<file path="config.mk">
export PLATFORM = sky130hd
export DESIGN_NAME = imem_loader_flat
export DESIGN_NICKNAME = d
export VERILOG_FILES = /design/src/rtl/imem_loader_pkg.sv /design/src/rtl/imem_loader_if.sv /design/src/rtl/imem_loader_byte_assembler.sv /design/src/rtl/imem_loader.sv /design/src/flat_wrapper.sv
export SDC_FILE = /design/constraint.sdc
export NUM_CORES = 1
export LEC_CHECK = 0
export CORE_ASPECT_RATIO = 1.5
export CORE_MARGIN = 3
export CORE_UTILIZATION = 45
export DETAILED_ROUTE_END_ITERATION = 7
export PLACE_DENSITY_LB_ADDON = 0.05
export SLEW_MARGIN = 20
export SYNTH_ARGS = -nofsm -noshare
export SYNTH_HDL_FRONTEND = slang
export SYNTH_SLANG_ARGS = --single-unit
</file>
<file path="constraint.sdc">
create_clock -name clk -period 3.5 [get_ports clk]
set_clock_uncertainty 0.05 [all_clocks]
set_input_delay 1.05 -clock clk [delete_from_list [all_inputs] [get_ports clk]]
set_output_delay 1.05 -clock clk [all_outputs]
set_load 0.02 [all_outputs]
</file>
<file path="src/rtl/imem_loader_pkg.sv">
// Shared definitions for the byte-serial instruction memory loader.
// Opcodes, FSM states and the bytes-per-word calculation.
package imem_loader_pkg;

    localparam logic [7:0] CMD_SETADDR = 8'hA5;
    localparam logic [7:0] CMD_WRITE   = 8'h5A;

    typedef enum logic [2:0] {
        IDLE,
        ADDR_LO,
        ADDR_HI,
        COUNT,
        DATA,
        WRITE
    } state_t;

    function automatic int calc_bpw(int ib, int iw, int dw);
        return (ib * iw + dw - 1) / dw;
    endfunction

endpackage

</file>
<file path="src/rtl/imem_loader_if.sv">
// Host byte handshake plus instruction memory write port.
// master = host side, slave = loader side.
interface imem_loader_if #(
    parameter int d_width       = 8,
    parameter int i_adr_width   = 10,
    parameter int i_width       = 20,
    parameter int i_buffer_size = 2
);

    logic [d_width-1:0]               host_data;
    logic                             host_valid;
    logic                             host_ready;
    logic [i_adr_width-1:0]           imem_write_adr;
    logic                             imem_write;
    logic [i_buffer_size*i_width-1:0] imem_in;

    modport master (
        output host_data,
        output host_valid,
        input  host_ready,
        input  imem_write_adr,
        input  imem_write,
        input  imem_in
    );

    modport slave (
        input  host_data,
        input  host_valid,
        output host_ready,
        output imem_write_adr,
        output imem_write,
        output imem_in
    );

endinterface

</file>
<file path="src/rtl/imem_loader_byte_assembler.sv">
// Little-endian byte shift register; flags the handshake of a word's last byte.
// word presents the complete word in that same cycle so the caller can register it.
module imem_loader_byte_assembler #(
    parameter int d_w = 8,
    parameter int bpw = 5,
    parameter int w_w = 40
) (
    input  logic           clk,
    input  logic           reset,
    input  logic           clear,
    input  logic           en,
    input  logic [d_w-1:0] din,
    output logic [w_w-1:0] word,
    output logic           word_ready
);

    localparam int AW = bpw * d_w;
    localparam int IW = (bpw > 1) ? $clog2(bpw) : 1;

    logic [AW-1:0] sr;
    logic [AW-1:0] sr_n;
    logic [IW-1:0] idx;

    // New bytes enter at the top, so the first byte ends up in bits [d_w-1:0]
    generate
        if (bpw > 1) begin : g_shift
            assign sr_n = {din, sr[AW-1:d_w]};
        end else begin : g_single
            assign sr_n = din;
        end
    endgenerate

    assign word_ready = en && (idx == IW'(bpw - 1));
    assign word       = w_w'(sr_n);

    always_ff @(posedge clk) begin
        if (reset || clear) begin
            sr  <= '0;
            idx <= '0;
        end else if (en) begin
            sr  <= sr_n;
            idx <= word_ready ? '0 : idx + 1'b1;
        end
    end

endmodule

</file>
<file path="src/rtl/imem_loader.sv">
// Framed command loader: SET_ADDR / WRITE commands into the instruction buffer.
// loader_busy holds the core in reset while any command is in progress.
module imem_loader
    import imem_loader_pkg::*;
#(
    parameter int d_width       = 8,
    parameter int i_adr_width   = 10,
    parameter int i_width       = 20,
    parameter int i_buffer_size = 2
) (
    input  logic          clk,
    input  logic          reset,
    imem_loader_if.slave  bus,
    output logic          loader_busy,
    output logic          load_done,
    output logic          cmd_err
);

    localparam int BPW = calc_bpw(i_buffer_size, i_width, d_width);
    localparam int W_W = i_buffer_size * i_width;
    localparam int CW  = d_width + 1;

    state_t state;
    state_t state_n;

    logic                   fire;
    logic [d_width-1:0]     adr_lo;
    logic [i_adr_width-1:0] addr;
    logic [CW-1:0]          cnt;
    logic [W_W-1:0]         word;
    logic                   word_ready;
    logic                   is_setaddr;
    logic                   is_write;

    assign fire       = bus.host_valid && bus.host_ready;
    assign is_setaddr = bus.host_data == d_width'(CMD_SETADDR);
    assign is_write   = bus.host_data == d_width'(CMD_WRITE);

    imem_loader_byte_assembler #(
        .d_w (d_width),
        .bpw (BPW),
        .w_w (W_W)
    ) byte_assembler (
        .clk        (clk),
        .reset      (reset),
        .clear      (state != DATA),
        .en         (fire && (state == DATA)),
        .din        (bus.host_data),
        .word       (word),
        .word_ready (word_ready)
    );

    always_comb begin
        state_n = state;
        unique case (state)
            IDLE: begin
                if (fire && is_setaddr) state_n = ADDR_LO;
                else if (fire && is_write) state_n = COUNT;
            end
            ADDR_LO: if (fire) state_n = ADDR_HI;
            ADDR_HI: if (fire) state_n = IDLE;
            COUNT:   if (fire) state_n = DATA;
            DATA:    if (word_ready) state_n = WRITE;
            WRITE:   state_n = (cnt == CW'(1)) ? IDLE : DATA;
            default: state_n = IDLE;
        endcase
    end

    always_ff @(posedge clk) begin
        if (reset) begin
            state              <= IDLE;
            bus.host_ready     <= 1'b0;
            bus.imem_write     <= 1'b0;
            bus.imem_write_adr <= '0;
            bus.imem_in        <= '0;
            loader_busy        <= 1'b0;
            load_done          <= 1'b0;
            cmd_err            <= 1'b0;
            adr_lo             <= '0;
            addr               <= '0;
            cnt                <= '0;
        end else begin
            state          <= state_n;
            bus.host_ready <= state_n != WRITE;
            loader_busy    <= state_n != IDLE;
            bus.imem_write <= state_n == WRITE;
            // cnt is still the pre-decrement value on entry to WRITE
            load_done      <= (state_n == WRITE) && (cnt == CW'(1));
            if (state == IDLE && fire && !is_setaddr && !is_write)
                cmd_err <= 1'b1;
            if (state == ADDR_LO && fire)
                adr_lo <= bus.host_data;
            if (state == ADDR_HI && fire)
                addr <= i_adr_width'({bus.host_data, adr_lo});
            if (state == COUNT && fire)
                cnt <= {bus.host_data == '0, bus.host_data};
            if (word_ready) begin
                bus.imem_in        <= word;
                bus.imem_write_adr <= addr;
            end
            if (state == WRITE) begin
                addr <= addr + i_adr_width'(i_buffer_size);
                cnt  <= cnt - 1'b1;
            end
        end
    end

endmodule

</file>
<file path="src/flat_wrapper.sv">
// flat-port wrapper written by rule: the top's interface ports become plain ports
module imem_loader_flat import imem_loader_pkg::*;
#(
    parameter int d_width       = 8,
    parameter int i_adr_width   = 10,
    parameter int i_width       = 20,
    parameter int i_buffer_size = 2
)
  (clk, reset, loader_busy, load_done, cmd_err, bus_host_data, bus_host_valid, bus_host_ready, bus_imem_write_adr, bus_imem_write, bus_imem_in);
  imem_loader_if #(.d_width(d_width), .i_adr_width(i_adr_width), .i_width(i_width), .i_buffer_size(i_buffer_size)) bus_i ();
  input  logic clk;
  input  logic reset;
  output logic loader_busy;
  output logic load_done;
  output logic cmd_err;
  input wire logic [$bits(bus_i.host_data)-1:0] bus_host_data;
  input wire logic [$bits(bus_i.host_valid)-1:0] bus_host_valid;
  output wire logic [$bits(bus_i.host_ready)-1:0] bus_host_ready;
  output wire logic [$bits(bus_i.imem_write_adr)-1:0] bus_imem_write_adr;
  output wire logic [$bits(bus_i.imem_write)-1:0] bus_imem_write;
  output wire logic [$bits(bus_i.imem_in)-1:0] bus_imem_in;
  assign bus_i.host_data = bus_host_data;
  assign bus_i.host_valid = bus_host_valid;
  assign bus_host_ready = bus_i.host_ready;
  assign bus_imem_write_adr = bus_i.imem_write_adr;
  assign bus_imem_write = bus_i.imem_write;
  assign bus_imem_in = bus_i.imem_in;
  imem_loader #(.d_width(d_width), .i_adr_width(i_adr_width), .i_width(i_width), .i_buffer_size(i_buffer_size)) u_core (.clk(clk), .reset(reset), .bus(bus_i), .loader_busy(loader_busy), .load_done(load_done), .cmd_err(cmd_err));
endmodule
</file>
==> impl.org <==
** Yosys
- Summing the areas of all compound-gate instances in the mapped netlist gives 16.5% of the synthesized area.
- Adder-cell share of the synthesized area :: 1.36%
- Among all flip-flop cells after synthesis, the most frequent one is dfxtp_1.
- The synthesized design contains 120 register bits.
- Ranking of synthesized cells by area :: dfxtp_1, nand2_1, a21oi_1
- After synthesis the cells add up to 4620 µm².
- FFs w/ async S/R, synth :: 0%
- Largest family of logic cells by synthesized area :: simple AND/OR/NAND/NOR gates
- In the synthesized netlist, mux cells make up 1.73% of the area.
- Post-synthesis cell count :: 579
- Leading cell type by number of instances after synthesis :: nand2_1
- The synthesized netlist devotes 24.6% of its cell area to simple gates.
- Share of the synthesized area in the top cell type :: 52.0%
- Cell accounting for the most synthesized area :: dfxtp_1
- Count of cell types in the netlist :: 42
- Net Count, Synth :: between 500 and 600
- Synth Area in XOR/XNOR :: 0%
- Dividing the synthesized area by the synthesized cell count gives about 8 µm².
- The commonest cells after synthesis are nand2_1, dfxtp_1, a21oi_1.
- In this run, synthesis inferred 0 flip-flops with an integrated enable.
- Ys Warns :: 0
- Part of the Yosys area used for sequential elements :: roughly 52%

** Setup path
- For the worst flop-to-flop path, the logic depth is 5.
- Worst path bufs/invs :: 1
- Reg2reg setup slack :: 1.22 ns
- Among all stages on the critical path, the largest delay is contributed by or4_1.
- Worst R2R End :: u_core.cnt[7]$_SDFFE_PP0P_
- STA puts the critical path data arrival time at roughly 2.9 ns.
- Worst setup path category :: primary input to register
- Startpoint of the lowest-slack register-to-register path :: u_core.state[0]$_SDFF_PP0_
- The critical path goes through clkdlybuf4s50_1, or4_1, nor2_1, o21ai_1, o311a_1, nor4bb_1.
- Crit path max fanout :: 6
- The cell family contributing the most delay on the critical path is simple AND/OR/NAND/NOR gates.
- Critical path startpoint category :: primary input
- Longest individual stage delay on the worst path :: 0.57 ns
- Data on the critical path is required at its endpoint by 3.76 ns.
- Endpoint type of the worst setup path :: register

** Finish
- At the end of the flow, the number of nets in the layout was 654.
- Cells fill 60.7% of the core in the end.
- The repair_antennas step left the layout with diodes totalling 0.
- Share of cells above drive strength 1 :: under 10%
- Relative to the synthesized area, the layout overhead comes to 29.6%.

** Place
- Detailed placement finished with a half-perimeter wire length of ~7800 µm.
- Input and output buffers added on the ports amount to 65.
- Final weighted congestion of routability-driven global placement :: 0.874
- At the placement stage, the worst setup path has a slack of ~0.44 ns.

** Routing
- In the routed layout, each cell is associated on average with a via count of around 5.4.
- Number of search-and-repair iterations in the first detailed-routing pass :: 6
- Dividing the detail-routed wire length by the instance count gives ~15 µm.
- The detailed router placed slightly above 4000 vias in this run.
- Remaining antenna violation count after routing :: 0
- The routed design has 11500 µm of wire.
- Final routed DRC violation total :: 0
- After the first detailed-routing iteration, the DRC count stood at between 200 and 250.

** STA
- Final count of pins violating max slew :: 0
- For the final routed database, the setup TNS stands at 0 ns.
- Unrepaired setup endpoints after global routing :: no
- F_max :: 379 MHz
- Final worst-path setup slack :: 0.859 ns
- Finish-stage setup viols :: 0
- Dividing the final minimum period by the clock period gives 75.5%.
- Worst-Margin Slew :: between 0.6 and 0.7 ns
- Max_slew headroom :: 57.8%
- Shortest period the worst path allows :: 2.64 ns
- Hold is met by between 0.4 and 0.5 ns.
- The total count of hold-check failures in the final report is 0.

** CTS
- Post-CTS setup buffer count :: 0
- Clock tree synthesis selected as its root buffer the cell clkbuf_16.
- Sink count of the clock tree :: 120
- Source-to-sink clock delay at the later pin of the worst-skew pair :: 0.41 ns
- CTS built an H-tree with a depth of 4.
- CTS Buf Count :: 17
- For this design, the CTS-stage hold fixing added 0 buffers.
- After clock tree synthesis, the clock-pin slew on the worst setup and hold paths is 0.05 ns.
- Once the clock tree was built, the resizer swapped 0 gates to a different size.
- Buffer levels on the longest clock path :: 2
- CTS tree :: done

** Floorplan
- Row generation in the floorplan step produced between 40 and 50 rows.
- 66 I/O pins were placed.
- The floorplan step set the die width to 88.7 µm.
- In this run the standard cell core region covers 9850 µm².
- Measured along the y axis, the die boundary spans ~130 µm.
- The floorplan step defined a die boundary enclosing 11500 µm².
- For this configuration, the core starts out at a cell density of between 40 and 50%.

** GRT
- Vias in the first global route :: 3982
- Entering global routing, the biggest net connects 44 pins.
- Overall overflow remaining after global route :: 0
- Antenna violations before repair :: 0
- Aggregate global-route resource usage :: 21.3%
- Global-route wire length before repair :: 19100 µm

** Power and ir drop
- Standby leakage power :: roughly 2 nW
- Across the VDD grid, the largest voltage drop is 0.367 mV.
- Total power after layout :: 3.25 mW
- Total power per unit cell area :: 544 nW/µm²

** Min path
- The path class of the tightest hold or removal check is register to register.
- The worst hold path terminates at u_core.bus.imem_in[12]$_SDFFE_PP0P_.
- Hold Crit Start :: u_core.bus.imem_in[12]$_SDFFE_PP0P_
- Number of instances on the worst hold path :: 2

** Flow run
- Total of max-cap violations :: 0

** Run status
- Result of the run :: complete, no violations
## state kept, by name, indices dropped and copies added, names as in the netlist
register,flops
u_core.loader_busy,1
u_core.bus.imem_in,40
u_core.load_done,1
u_core.cnt,9
u_core.bus.imem_write_adr,10
u_core.bus.host_ready,1
u_core.byte_assembler.idx,3
u_core.cmd_err,1
u_core.byte_assembler.sr,32
u_core.addr,10
u_core.state,3
u_core.bus.imem_write,1
u_core.adr_lo,8
## area by class of cell
cell class                 count  area (µm²)
clock buffer                  25         515
clock inverter                 7         113
fill                         882        3870
inverter                       8        30.0
multi-input combinational    414        2040
sequential                   120        2400
tap                          115         144
timing repair buffer          77         736
## worst register-to-register path, stage by stage (launching register included)
cell,delay [ns]
dfxtp_1,0.58
nand3b_4,0.30
or4_1,0.49
or2_1,0.28
or3_1,0.32
a31oi_1,0.18
## cells by family (layout without fill, tap and decap cells)
logic type	Yosys count	after routing
flops	120	120
buf+inv	45	117
fa+ha+maj	5	5
compound gates	138	138
mux	8	8
simple gates	263	263
## stage by stage
stage / std cells / instance area [µm²]
after floorplan: 579 / 4620
after global placement: 734 / 5360
after detailed placement: 734 / 5360
after CTS: 766 / 5980
after global routing: 766 / 5980
final: 766 / 5980
## how the worst max path moves through the flow
stage	depth (start not counted)	startpoint	endpoint	slack, ns
6_report	6	bus_host_data[2]	u_core.load_done$_SDFF_PP0_	0.86
5_1_grt	6	bus_host_data[3]	u_core.load_done$_SDFF_PP0_	0.75
4_1_cts	6	bus_host_data[3]	u_core.load_done$_SDFF_PP0_	0.87
3_5_place_dp	6	bus_host_data[3]	u_core.load_done$_SDFF_PP0_	0.44
3_3_place_gp	6	bus_host_data[3]	u_core.load_done$_SDFF_PP0_	0.51
2_1_floorplan	5	bus_host_data[0]	u_core.load_done$_SDFF_PP0_	1.15
## cells in the final DEF (no fill, tap or decap), types with 2 or more instances in the layout
cell | netlist | layout
clkdlybuf4s50_1 | 0 | 64
clkbuf_8 | 0 | 6
a22oi_1 | 3 | 3
nand2_1 | 181 | 181
mux2i_1 | 8 | 8
inv_1 | 7 | 7
nor4_1 | 2 | 2
nand2b_1 | 2 | 2
a221oi_1 | 3 | 3
o21bai_1 | 2 | 2
clkinv_2 | 0 | 3
buf_4 | 0 | 12
a211oi_1 | 2 | 2
a21o_1 | 2 | 2
nor3_2 | 2 | 2
ha_1 | 5 | 5
o21ai_0 | 3 | 3
and2_1 | 3 | 3
a31oi_1 | 5 | 5
and3_1 | 4 | 4
nand3b_1 | 2 | 2
clkbuf_16 | 0 | 17
a21oi_1 | 102 | 102
bufinv_16 | 0 | 3
o21ai_1 | 7 | 7
nand4_1 | 3 | 3
nor2_1 | 29 | 29
o211ai_1 | 4 | 4
or4_1 | 4 | 4
or3_1 | 4 | 4
nand3_1 | 13 | 12
dfxtp_1 | 120 | 120
clkbuf_1 | 30 | 2
nor3_1 | 7 | 7
and3b_1 | 2 | 2
## per-layer routing
metal | track usage [%] | up-vias | routed length (µm)
li1 | - | 2075 | -
met4 | 7.65 | 0 | 248
met5 | 0 | - | 0
met2 | 36.7 | 98 | 6070
met1 | 24.5 | 1950 | 4780
met3 | 6.82 | 18 | 438
## where the power goes
group	switching (mW)	internal (mW)	leakage (nW)	total, mW
clock	0.587	1.23	0.309	1.82
sequential	0.00162	1.37	0.967	1.37
combinational	0.0468	0.0211	0.750	0.0679
total	0.635	2.62	2.03	3.25
No activity file was read; power rests on OpenSTA's default activity.
